[config.mk]
export PLATFORM = sky130hd
export DESIGN_NAME = multi_channel_ascii_sender
export DESIGN_NICKNAME = d
export VERILOG_FILES = /design/src/rtl/multi_channel_ascii_sender.sv
export SDC_FILE = /design/constraint.sdc
export NUM_CORES = 1
export LEC_CHECK = 0
export ABC_CLOCK_PERIOD_IN_PS = 3500
export CORE_MARGIN = 10
export CORE_UTILIZATION = 53
export CTS_CLUSTER_DIAMETER = 80
export DETAILED_ROUTE_END_ITERATION = 8
export GPL_ROUTABILITY_DRIVEN = 0
export PLACE_DENSITY = 0.78
export SLEW_MARGIN = 40
export SYNTH_ARGS = -nofsm -noshare
export SYNTH_HDL_FRONTEND = slang
export SYNTH_SLANG_ARGS = --single-unit
[constraint.sdc]
create_clock -name clk -period 3.5 [get_ports clk]
set_input_delay 0.525 -clock clk [delete_from_list [all_inputs] [get_ports clk]]
set_output_delay 0.525 -clock clk [all_outputs]
set_load 0.005 [all_outputs]
[src/rtl/multi_channel_ascii_sender.sv]
// multi_channel_ascii_sender: formats N channel values of W bits as one ASCII line
// (binary or hex digits, SEP_CHAR between channels, CR LF or LF at the end)
// and writes it one character at a time into the uart_tx6 transmit buffer.
module multi_channel_ascii_sender #(
  parameter int unsigned W        = 18,
  parameter int unsigned N        = 4,
  parameter logic [7:0]  SEP_CHAR = 8'h2C,
  parameter bit          EOL_CRLF = 1'b1
) (
  input  logic           clk,
  input  logic           reset,
  input  logic           send,
  input  logic           mode,
  input  logic [W*N-1:0] values,
  input  logic           tx_full,
  output logic [7:0]     ascii_out,
  output logic           write,
  output logic           busy,
  output logic           done
);

  localparam int unsigned DW = (W > 1) ? $clog2(W) : 1;
  localparam int unsigned CW = (N > 1) ? $clog2(N) : 1;
  localparam int unsigned HD = (W + 3) / 4;
  localparam int unsigned PW = 4 * HD;
  localparam logic [DW-1:0] BIN_LAST = DW'(W - 1);
  localparam logic [DW-1:0] HEX_LAST = DW'(HD - 1);
  localparam logic [CW-1:0] CH_LAST  = CW'(N - 1);

  typedef enum logic [2:0] {
    IDLE, EMIT, GAP, EOL_CR, EOL_LF, DONE
  } state_t;

  state_t         state_q, state_d;
  state_t         ret_q, ret_d;
  logic [W-1:0]   val_q [N];
  logic           mode_q;
  logic [DW-1:0]  dig_q;
  logic [CW-1:0]  ch_q;
  logic           sep_q;
  logic           emit_now;
  logic [7:0]     cur_char;
  logic [W-1:0]   val_cur;
  logic [PW-1:0]  padded;
  logic [3:0]     nib;

  // Character for the current emit-type state: separator, digit, CR or LF.
  always_comb begin
    val_cur  = val_q[ch_q];
    padded   = PW'(val_cur);
    nib      = padded[{dig_q, 2'b00} +: 4];
    cur_char = '0;
    case (state_q)
      EMIT: begin
        if (sep_q)       cur_char = SEP_CHAR;
        else if (mode_q) cur_char = (nib < 4'd10) ? (8'h30 + {4'h0, nib}) : (8'h37 + {4'h0, nib});
        else             cur_char = val_cur[dig_q] ? 8'h31 : 8'h30;
      end
      EOL_CR:  cur_char = 8'h0D;
      EOL_LF:  cur_char = 8'h0A;
      default: cur_char = '0;
    endcase
  end

  // Next-state logic; ret_d remembers which emit-type state follows the GAP.
  always_comb begin
    state_d  = state_q;
    ret_d    = ret_q;
    emit_now = 1'b0;
    case (state_q)
      IDLE: if (send) state_d = EMIT;
      EMIT: if (!tx_full) begin
        emit_now = 1'b1;
        state_d  = GAP;
        if (!sep_q && dig_q == '0 && ch_q == CH_LAST)
          ret_d = EOL_CRLF ? EOL_CR : EOL_LF;
        else
          ret_d = EMIT;
      end
      EOL_CR: if (!tx_full) begin
        emit_now = 1'b1;
        state_d  = GAP;
        ret_d    = EOL_LF;
      end
      EOL_LF: if (!tx_full) begin
        emit_now = 1'b1;
        state_d  = GAP;
        ret_d    = DONE;
      end
      GAP:     state_d = ret_q;
      DONE:    state_d = IDLE;
      default: state_d = IDLE;
    endcase
  end

  // State register, latched frame data, digit/channel counters and write strobe.
  always_ff @(posedge clk) begin
    if (reset) begin
      state_q   <= IDLE;
      ret_q     <= IDLE;
      mode_q    <= 1'b0;
      dig_q     <= '0;
      ch_q      <= '0;
      sep_q     <= 1'b0;
      write     <= 1'b0;
      ascii_out <= '0;
      for (int unsigned k = 0; k < N; k++) val_q[k] <= '0;
    end else begin
      state_q <= state_d;
      ret_q   <= ret_d;
      write   <= emit_now;
      if (emit_now) ascii_out <= cur_char;
      if (state_q == IDLE && send) begin
        mode_q <= mode;
        dig_q  <= mode ? HEX_LAST : BIN_LAST;
        ch_q   <= '0;
        sep_q  <= 1'b0;
        for (int unsigned k = 0; k < N; k++) val_q[k] <= values[k*W +: W];
      end else if (emit_now && state_q == EMIT) begin
        // A separator advances the channel; the last digit of the last channel leaves counters idle.
        if (sep_q) begin
          sep_q <= 1'b0;
          ch_q  <= ch_q + CW'(1);
          dig_q <= mode_q ? HEX_LAST : BIN_LAST;
        end else if (dig_q == '0) begin
          if (ch_q != CH_LAST) sep_q <= 1'b1;
        end else begin
          dig_q <= dig_q - DW'(1);
        end
      end
    end
  end

  assign busy = (state_q != IDLE);
  assign done = (state_q == DONE);

endmodule

==> results of run 1 <==
-- worst max-delay path by stage --
stage	endpoint	cells after the start	slack [ns]	startpoint
after CTS	ascii_out[2]	7	0.90	flop
final	ascii_out[2]	7	0.88	flop
after global routing	ascii_out[2]	7	0.71	flop
after global placement	dig_q[0]	7	0.92	tx_full
after floorplan	val_q[0][0]	4	0.36	reset
after detailed placement	dig_q[2]	7	0.82	tx_full
-- Yosys cell counts, types with 3 or more instances --
master | n | area share (%)
o21ai_0 | 13 | 1.3
a221oi_1 | 4 | 0.72
nor4_1 | 6 | 0.77
mux2i_1 | 8 | 1.6
o21ai_1 | 3 | 0.31
nand3_1 | 6 | 0.62
a2111oi_0 | 3 | 0.54
o22ai_1 | 3 | 0.39
a21oi_1 | 16 | 1.6
ha_1 | 3 | 0.77
nor2_1 | 22 | 1.7
a22oi_1 | 3 | 0.46
and3_1 | 76 | 9.8
buf_6 | 3 | 0.69
nor3_1 | 9 | 0.93
buf_4 | 3 | 0.46
nor2b_1 | 5 | 0.64
nand2b_1 | 4 | 0.51
mux2_2 | 6 | 1.4
clkbuf_1 | 29 | 2.2
inv_1 | 8 | 0.62
mux4_2 | 14 | 6.5
nand2_1 | 37 | 2.9
edfxtp_1 | 72 | 44
dfxtp_1 | 25 | 10
-- tightest hold or removal path, stage by stage, from the launching register on --
cell,delay (ns)
dfxtp_1,0.32
nand2_1,0.05
a21oi_1,0.05
-- cell families after synthesis --
group	Yosys count	share of synthesized area, %
AOI/OAI and AO/OA	71	10.2
xor gates and xnor gates	1	0.180
adders and majority gates	3	0.771
buffers and inverters	45	4.19
DFF	97	54.7
muxes	31	10.8
other	1	0.0770
and+or+nand+nor	173	19.1
-- per-layer routing --
layer	GRT usage [%]	up-vias	routed length, um
met2	29.1	133	5700
met5	0	-	0
li1	-	1733	-
met3	5.06	20	838
met4	6.34	0	192
met1	21.9	1734	4940
-- layout make-up --
class	count	area (um2)	area share [%]
Clock buffer	10	128	2.15
Clock inverter	6	50.0	0.842
Inverter	8	30.0	0.505
Multi-Input combinational cell	280	2010	33.8
Sequential cell	97	2660	44.8
Tap cell	108	135	2.27
Timing Repair Buffer	93	926	15.6
-- sequential cells by signal, indices dropped and copies added, names as in the netlist, named ones only --
register	count
sep_q	1
write	1
mode_q	1
dig_q	5
ascii_out	7
state_q	3
ret_q	3
ch_q	2
val_q	72
-- report_power, final --
| part | total [mW] | switching, mW | internal (mW) |
|---|---|---|---|
| Combinational | 0.426 | 0.210 | 0.216 |
| Clock | 0.674 | 0.405 | 0.269 |
| Sequential | 1.39 | 0.0560 | 1.34 |
-- placed cells by master (no fill, tap or decap), drive strengths merged, types with 8 or more instances in the layout --
cell / Yosys / final
mux2i: 8 / 8
edfxtp: 72 / 72
and3: 76 / 76
mux4: 16 / 16
nand2: 37 / 37
inv: 8 / 11
clkdlybuf4s50: 0 / 86
clkbuf: 29 / 10
a21oi: 16 / 16
dfxtp: 25 / 25
o21ai: 17 / 17
nor3: 10 / 10
nor2: 22 / 22
-- stage by stage --
stage / setup slack (ns) / hold WS [ns] / cells / total power, mW
after global routing: 0.714 / 0.495 / 602 / 2.60
after floorplan: 0.357 / 0.429 / 422 / 1.66
final: 0.876 / 0.463 / 602 / 2.49
after global placement: 0.922 / 0.443 / 586 / 1.82
after detailed placement: 0.821 / 0.454 / 586 / 1.84
after CTS: 0.896 / 0.467 / 602 / 2.51
==> results.py, run 1 <==
metrics = {
    "run_status": {
        "status": "finished, final reports clean",
    },
    "global_route": {
        "grt_remaining_overflow": 0,
        "grt_antenna_before_repair": 0,
        "grt_max_degree": 76,
        "grt_first_pass_wirelength_um": 18800,
        "grt_usage_pct": 17.7,
        "grt_pass1_vias": 3702,
    },
    "timing": {
        "fmax_mhz": 381,
        "finalSetupViolCount": 0,
        "slew_headroom_pct": 46.9,
        "slew_viol_final": 0,
        "clock_skew_ns": 0.00885,
        "worst_pin_slew_ns": 0.789,
        "period_share_pct": 75.0,
        "fin_crit_ns": 2.62,
        "final-hold-violation-count": 0,
        "rsz0062_at_grt": "false",
        "fin_tns_setup_ns": 0,
    },
    "drt": {
        "totalWireLength_um": 11700,
        "drt_pre_antenna_iters": 4,
        "drtIter0Drc": 285,
        "postRouteAntennaNets": 0,
        "vias": 3620,
        "wire_per_inst_um": 19.4,
        "drcViolationCount": 0,
        "vias_per_cell": 6.01,
    },
    "clock_tree": {
        "cts_buffers": 9,
        "holdBufCountCts": 0,
        "cts.sinks": 97,
        "ctsResizeCount": 0,
        "cts_tree": "built",
        "clk_latency_ns": 0.36,
        "clk_pin_slew_ns": 0.10,
        "htree_levels": 3,
        "postCtsSetupRepairBufs": 0,
        "cts_max_path_buffers": 2,
        "root_buffer": "clkbuf_8",
    },
    "worst_setup_path": {
        "cp_max_fo": 14,
        "cp_num_buf_inv": 1,
        "max_stage_delay_ns": 0.77,
        "r2r_cells": 7,
        "path_class": "flop to flop",
        "crit_path_top_delay_cell": "dfxtp_1",
        "worst-endpoint-arrival_ns": 2.88,
        "worstSetupEndpointType": "flop",
        "critPathTopFamily": "compound AO/OA/AOI/OAI gates",
        "r2r_end": "ascii_out[2]",
        "required_ns": 3.75,
        "path_cells": "buf_4 -> nor2b_1 -> a2111oi_0 -> nor3_1 -> o21ai_2 -> o2111ai_1 -> a2111oi_1",
        "reg2reg_slack_ns": 0.88,
        "start_kind": "flop",
    },
    "layout": {
        "finalInstanceArea_mm2": 0.00594,
        "fillers": 679,
        "fin_util_pct": 67.1,
        "drive_above_1_share_pct": 10.1,
        "fin_nets": 569,
        "syn_to_final_growth_pct": 22.1,
        "diodes": 0,
    },
    "die": {
        "io_pins": 88,
        "initial_core_util_pct": 55.0,
        "die_h_um": 116,
        "core_mm2": 0.00885,
        "die_x_um": 116,
        "die-area_mm2": 0.0134,
        "num_rows": 34,
    },
    "flow_run": {
        "cap_viol_max_count": 0,
    },
    "yosys": {
        "yosys_most_used_dff": "edfxtp_1",
        "ys_seq_elements": 97,
        "async_reset_ff_share_pct": 0,
        "synth-edff-count": 72,
        "yosysSeqAreaShare_pct": 54.7,
        "yosysWarnings": 0,
        "synthesis.nets": 502,
        "syn_inst": 422,
        "syn_avg_cell_area_um2": 11.5,
        "synth_cell_types": 59,
        "synth_area_mm2": 0.00487,
    },
    "worst_hold_path": {
        "hold_path_depth": 2,
        "hold_start": "ascii_out[6]",
        "min_to": "ascii_out[6]",
        "min_path_type": "flop to flop",
    },
    "placement": {
        "place_hpwl_um": 8420,
        "portBuffers": 86,
        "place_area_mm2": 0.00576,
    },
    "power": {
        "p_per_area_mw_per_mm2": 420,
        "ir_drop_v": 0.000251,
        "p_leak_nw": 2.43,
    },
}
Note: power is estimated with default switching activity, not from simulation.
==> run 2, diff against run 1 <==
--- a/config.mk
+++ b/config.mk
@@ -5,7 +5,7 @@
 export SDC_FILE = /design/constraint.sdc
 export NUM_CORES = 1
 export LEC_CHECK = 0
-export ABC_CLOCK_PERIOD_IN_PS = 3500
+export ABC_CLOCK_PERIOD_IN_PS = 2500
 export CORE_MARGIN = 10
 export CORE_UTILIZATION = 53
 export CTS_CLUSTER_DIAMETER = 80
==> constraint.sdc (replaced) <==
create_clock -name clk -period 2.5 [get_ports clk]
set_input_delay 0.375 -clock clk [delete_from_list [all_inputs] [get_ports clk]]
set_output_delay 0.375 -clock clk [all_outputs]
set_load 0.005 [all_outputs]
==> results.py, run 2 (synthesized netlist as in run 1, its figures left out) <==
metrics = {
    "timing": {
        "fin_crit_ns": 2.29,
        "slew_headroom_pct": 55.7,
        "clock_skew_ns": 0.00783,
        "finalSetupViolCount": 0,
        "period_share_pct": 91.5,
        "fin_tns_setup_ns": 0,
        "setup_ws_ns": 0.212,
        "rsz0062_at_grt": "false",
        "timing.hold.ws_ns": 0.456,
        "fmax_mhz": 437,
        "worst_pin_slew_ns": 0.659,
        "slew_viol_final": 0,
        "final-hold-violation-count": 0,
    },
    "die": {
        "die_h_um": 116,
        "die_x_um": 116,
        "core_mm2": 0.00885,
        "initial_core_util_pct": 55.0,
        "die-area_mm2": 0.0134,
        "num_rows": 34,
        "io_pins": 88,
    },
    "worst_setup_path": {
        "max_stage_delay_ns": 0.44,
        "r2r_cells": 7,
        "path_class": "flop to flop",
        "crit_path_top_delay_cell": "a2111oi_1",
        "reg2reg_slack_ns": 0.21,
        "r2r_end": "ascii_out[2]",
        "worst-endpoint-arrival_ns": 2.53,
        "worstSetupEndpointType": "flop",
        "path_cells": "buf_12 -> mux2_2 -> o221ai_1 -> nor3_1 -> o21ai_2 -> o2111ai_1 -> a2111oi_1",
        "start_kind": "flop",
        "required_ns": 2.75,
        "cp_max_fo": 26,
    },
    "placement": {
        "dp_slack_ns": 0.262,
        "place_hpwl_um": 8470,
        "portBuffers": 86,
    },
    "layout": {
        "final_common_cell": "clkdlybuf4s50_1",
        "fin_util_pct": 68.7,
        "fillers": 647,
        "syn_to_final_growth_pct": 24.8,
        "diodes": 0,
        "drive_above_1_share_pct": 11.6,
        "top_regs": "val_q (72), ascii_out (7), dig_q (5)",
        "largest_reg_flops": 72,
        "fin_nets": 577,
        "largest_register": "val_q",
        "layout_common_cells": "clkdlybuf4s50_1 (86), and3_1 (76), edfxtp_1 (72)",
    },
    "drt": {
        "wire_per_inst_um": 18.6,
        "totalWireLength_um": 11400,
        "drcViolationCount": 0,
        "drtIter0Drc": 294,
        "vias_per_cell": 5.96,
        "postRouteAntennaNets": 0,
        "drt_pre_antenna_iters": 5,
        "vias": 3638,
    },
    "power": {
        "ir_drop_v": 0.000388,
        "p_leak_nw": 2.50,
        "power_mw": 3.68,
        "p_per_area_mw_per_mm2": 605,
    },
    "clock_tree": {
        "root_buffer": "clkbuf_8",
        "holdBufCountCts": 0,
        "cts_max_path_buffers": 2,
        "cts_buffers": 9,
        "clk_pin_slew_ns": 0.09,
        "cts.sinks": 97,
        "postCtsSetupRepairBufs": 0,
        "ctsResizeCount": 0,
        "clk_latency_ns": 0.36,
        "cts_tree": "built",
        "htree_levels": 3,
    },
    "worst_hold_path": {
        "min_path_type": "flop to flop",
        "min_to": "ascii_out[6]",
        "hold_start": "ascii_out[6]",
        "hold_path_depth": 2,
    },
    "global_route": {
        "grt_first_pass_wirelength_um": 18200,
        "grt_pass1_vias": 3617,
        "grt_antenna_before_repair": 0,
        "grt_usage_pct": 17.2,
        "grt_max_degree": 76,
        "grt_remaining_overflow": 0,
    },
    "run_status": {
        "status": "finished, final reports clean",
    },
    "flow_run": {
        "cap_viol_max_count": 0,
    },
}
run 2: area by class of cell:
| cell class | instances | area, um2 | area share, % |
|---|---|---|---|
| Tap cell | 108 | 135 | 2.22 |
| Inverter | 8 | 30.0 | 0.494 |
| Sequential cell | 97 | 2660 | 43.8 |
| Multi-Input combinational cell | 280 | 2010 | 33.1 |
| Clock buffer | 9 | 124 | 2.04 |
| Timing Repair Buffer | 101 | 1020 | 16.8 |
| Clock inverter | 7 | 91.3 | 1.50 |
run 2: worst max-delay path, delay by kind of cell, from the launching register on:
| kind | cells | cell delay [ns] |
|---|---|---|
| buffers and inverters | 1 | 0.19 |
| AND/OR/NAND/NOR | 1 | 0.16 |
| AO/OA/AOI/OAI | 4 | 1.06 |
| multiplexers | 1 | 0.38 |
| flip-flops | 1 | 0.37 |
run 2: layer usage:
layer	vias to the layer above	share of wire, %	wire, um	track usage [%]
li1	1749	-	-	-
met1	1715	42	4790	21.5
met2	156	48	5480	28.3
met3	18	8.1	918	5.32
met4	0	1.5	165	5.00
met5	-	0	0	0
run 2: power by group:
| group | leakage, nW | switching (mW) | total, mW | internal [mW] |
|---|---|---|---|---|
| Clock | 0.111 | 0.543 | 1.11 | 0.564 |
| Combinational | 1.41 | 0.302 | 0.620 | 0.318 |
| Sequential | 0.981 | 0.0746 | 1.95 | 1.87 |
run 2: worst max-delay path by stage:
stage	from	to	slack, ns
after floorplan	reset	val_q[0][0]	0.22
after global placement	flop	ascii_out[1]	0.29
after detailed placement	flop	ascii_out[1]	0.26
after CTS	flop	ascii_out[1]	0.23
after global routing	flop	ascii_out[1]	0.12
final	flop	ascii_out[2]	0.21
run 2: through the flow:
stage / cell area (um2) / std cells
2_1_floorplan: 4870 / 422
3_3_place_gp: 5860 / 594
3_5_place_dp: 5860 / 594
4_1_cts: 6080 / 610
5_1_grt: 6080 / 610
6_report: 6080 / 610
==> run 3, diff against run 2 <==
--- a/config.mk
+++ b/config.mk
@@ -7,11 +7,12 @@
 export LEC_CHECK = 0
 export ABC_CLOCK_PERIOD_IN_PS = 2500
 export CORE_MARGIN = 10
-export CORE_UTILIZATION = 53
+export CORE_UTILIZATION = 55
+export CTS_BUF_LIST = sky130_fd_sc_hd__clkbuf_8
 export CTS_CLUSTER_DIAMETER = 80
 export DETAILED_ROUTE_END_ITERATION = 8
 export GPL_ROUTABILITY_DRIVEN = 0
-export PLACE_DENSITY = 0.78
+export PLACE_DENSITY_LB_ADDON = 0.08
 export SLEW_MARGIN = 40
 export SYNTH_ARGS = -nofsm -noshare
 export SYNTH_HDL_FRONTEND = slang
==> results.py, run 3 (synthesized netlist as in run 1, its figures left out) <==
metrics = {
    "layout": {
        "top_regs": "val_q (72), ascii_out (7), dig_q (5)",
        "largest_reg_flops": 72,
        "syn_to_final_growth_pct": 24.0,
        "layout_common_cells": "clkdlybuf4s50_1 (86), and3_1 (76), edfxtp_1 (72)",
        "final_common_cell": "clkdlybuf4s50_1",
        "fin_nets": 573,
        "drive_above_1_share_pct": 10.9,
        "diodes": 0,
        "finalNonFillerCells": 605,
        "largest_register": "val_q",
        "finalInstanceArea_mm2": 0.00604,
    },
    "timing": {
        "timing.hold.ws_ns": 0.458,
        "period_share_pct": 92.7,
        "finalSetupViolCount": 0,
        "fin_crit_ns": 2.32,
        "clock_skew_ns": 0.00719,
        "slew_headroom_pct": 54.7,
        "rsz0062_at_grt": "false",
        "setup_ws_ns": 0.183,
        "fmax_mhz": 432,
        "worst_pin_slew_ns": 0.673,
        "slew_viol_final": 0,
        "fin_tns_setup_ns": 0,
        "final-hold-violation-count": 0,
    },
    "placement": {
        "place_area_mm2": 0.00582,
        "placed_cells": 590,
        "dp_slack_ns": 0.207,
        "portBuffers": 86,
        "place_hpwl_um": 8190,
    },
    "global_route": {
        "grt_remaining_overflow": 0,
        "grt_pass1_vias": 3596,
        "grt_max_degree": 79,
        "grt_antenna_before_repair": 0,
        "grt_first_pass_wirelength_um": 18200,
        "grt_usage_pct": 17.3,
    },
    "power": {
        "ir_drop_v": 0.000307,
        "p_per_area_mw_per_mm2": 605,
        "p_int_mw": 2.75,
        "pwr-share-clk_pct": 30.1,
        "p_sw_uw": 907,
        "p_comb_share_pct": 16.5,
        "switching_share_pct": 24.8,
        "p_leak_nw": 2.48,
        "pwr-share-seq_pct": 53.5,
    },
    "drt": {
        "drt_pre_antenna_iters": 4,
        "totalWireLength_um": 11300,
        "drcViolationCount": 0,
        "drtIter0Drc": 231,
        "vias": 3592,
        "wire_per_inst_um": 18.7,
        "postRouteAntennaNets": 0,
        "vias_per_cell": 5.94,
    },
    "die": {
        "core_mm2": 0.00868,
        "die_x_um": 114,
        "initial_core_util_pct": 56.1,
        "num_rows": 34,
        "die_h_um": 114,
        "die-area_mm2": 0.0130,
        "io_pins": 88,
    },
    "worst_setup_path": {
        "cp_max_fo": 18,
        "critPathTopFamily": "compound AO/OA/AOI/OAI gates",
        "required_ns": 2.75,
        "worstSetupEndpointType": "flop",
        "crit_path_top_delay_cell": "mux4_2",
        "worst-endpoint-arrival_ns": 2.57,
        "cp_num_buf_inv": 1,
        "start_kind": "flop",
        "path_class": "flop to flop",
        "max_stage_delay_ns": 0.52,
        "path_cells": "buf_12 -> mux4_2 -> o21ai_1 -> o22ai_1 -> a31o_4 -> nor2b_4 -> o32a_1",
    },
    "clock_tree": {
        "cts.sinks": 97,
        "clk_latency_ns": 0.36,
        "postCtsSetupRepairBufs": 0,
        "cts_max_path_buffers": 2,
        "htree_levels": 3,
        "cts_buffers": 9,
        "root_buffer": "clkbuf_8",
        "cts_tree": "built",
        "clk_pin_slew_ns": 0.09,
    },
    "worst_hold_path": {
        "min_path_type": "flop to flop",
    },
    "flow_run": {
        "cap_viol_max_count": 0,
    },
    "run_status": {
        "status": "finished, final reports clean",
    },
}
[run 3: changes by cell type in the layout (fill, tap and decap cells not counted), sizes merged]
cell / previous run / this run
buf: 15 / 11
inv: 10 / 9
[run 3: power groups by stage]
| stage | Clock [mW] | Sequential [mW] | Combinational [mW] |
|---|---|---|---|
| 2_1_floorplan | 0 | 1.94 | 0.384 |
| 3_3_place_gp | 0 | 1.98 | 0.584 |
| 3_5_place_dp | 0 | 1.99 | 0.600 |
| 4_1_cts | 1.12 | 1.95 | 0.602 |
| 5_1_grt | 1.18 | 1.97 | 0.659 |
| 6_report | 1.10 | 1.95 | 0.602 |
[run 3: worst register-to-register path, cell delays in order, from the launching register on]
cell and delay (ns):
dfxtp_1 0.39, buf_12 0.19, mux4_2 0.52, o21ai_1 0.20, o22ai_1 0.19, a31o_4 0.30
nor2b_4 0.13, o32a_1 0.29
[run 3: metrics by stage]
step | utilization, % | power [mW]
6_report | 69.6 | 3.65
5_1_grt | 69.6 | 3.81
4_1_cts | 69.5 | 3.67
3_5_place_dp | 67.0 | 2.59
3_3_place_gp | 67.0 | 2.56
2_1_floorplan | - | 2.32
[run 3: metal layers]
layer / vias up / part of all wire [%] / global-route usage, %
li1: 1746 / - / -
met1: 1708 / 42 / 21.4
met2: 122 / 50 / 28.1
met3: 16 / 7.1 / 4.87
met4: 0 / 1.7 / 6.68
met5: - / 0 / 0
[run 3: cell type report]
| class | count | area [um2] |
|---|---|---|
| multi-input combinational | 280 | 2010 |
| clock buffer | 9 | 124 |
| clock inverter | 6 | 92.6 |
| timing repair buffer | 97 | 981 |
| tap | 108 | 135 |
| inverter | 8 | 30.0 |
| sequential | 97 | 2660 |
| fill | 640 | 2640 |
[run 3: path summary, 6_finish.rpt]
check,startpoint,end,slack (ns),cells after the start
setup / recovery,flop,ascii_out[0],0.18,7
hold / removal,ascii_out[6],ascii_out[6],0.46,2
setup reg to reg,flop,ascii_out[0],0.18,7
hold reg to reg,ascii_out[6],ascii_out[6],0.46,2
[run 3: timing repair]
item,in CTS,in global routing
endpoints found under the setup margin,0,3
endpoints found under the hold margin,0,0
hold buffers,0,0
gates resized for setup,0,1
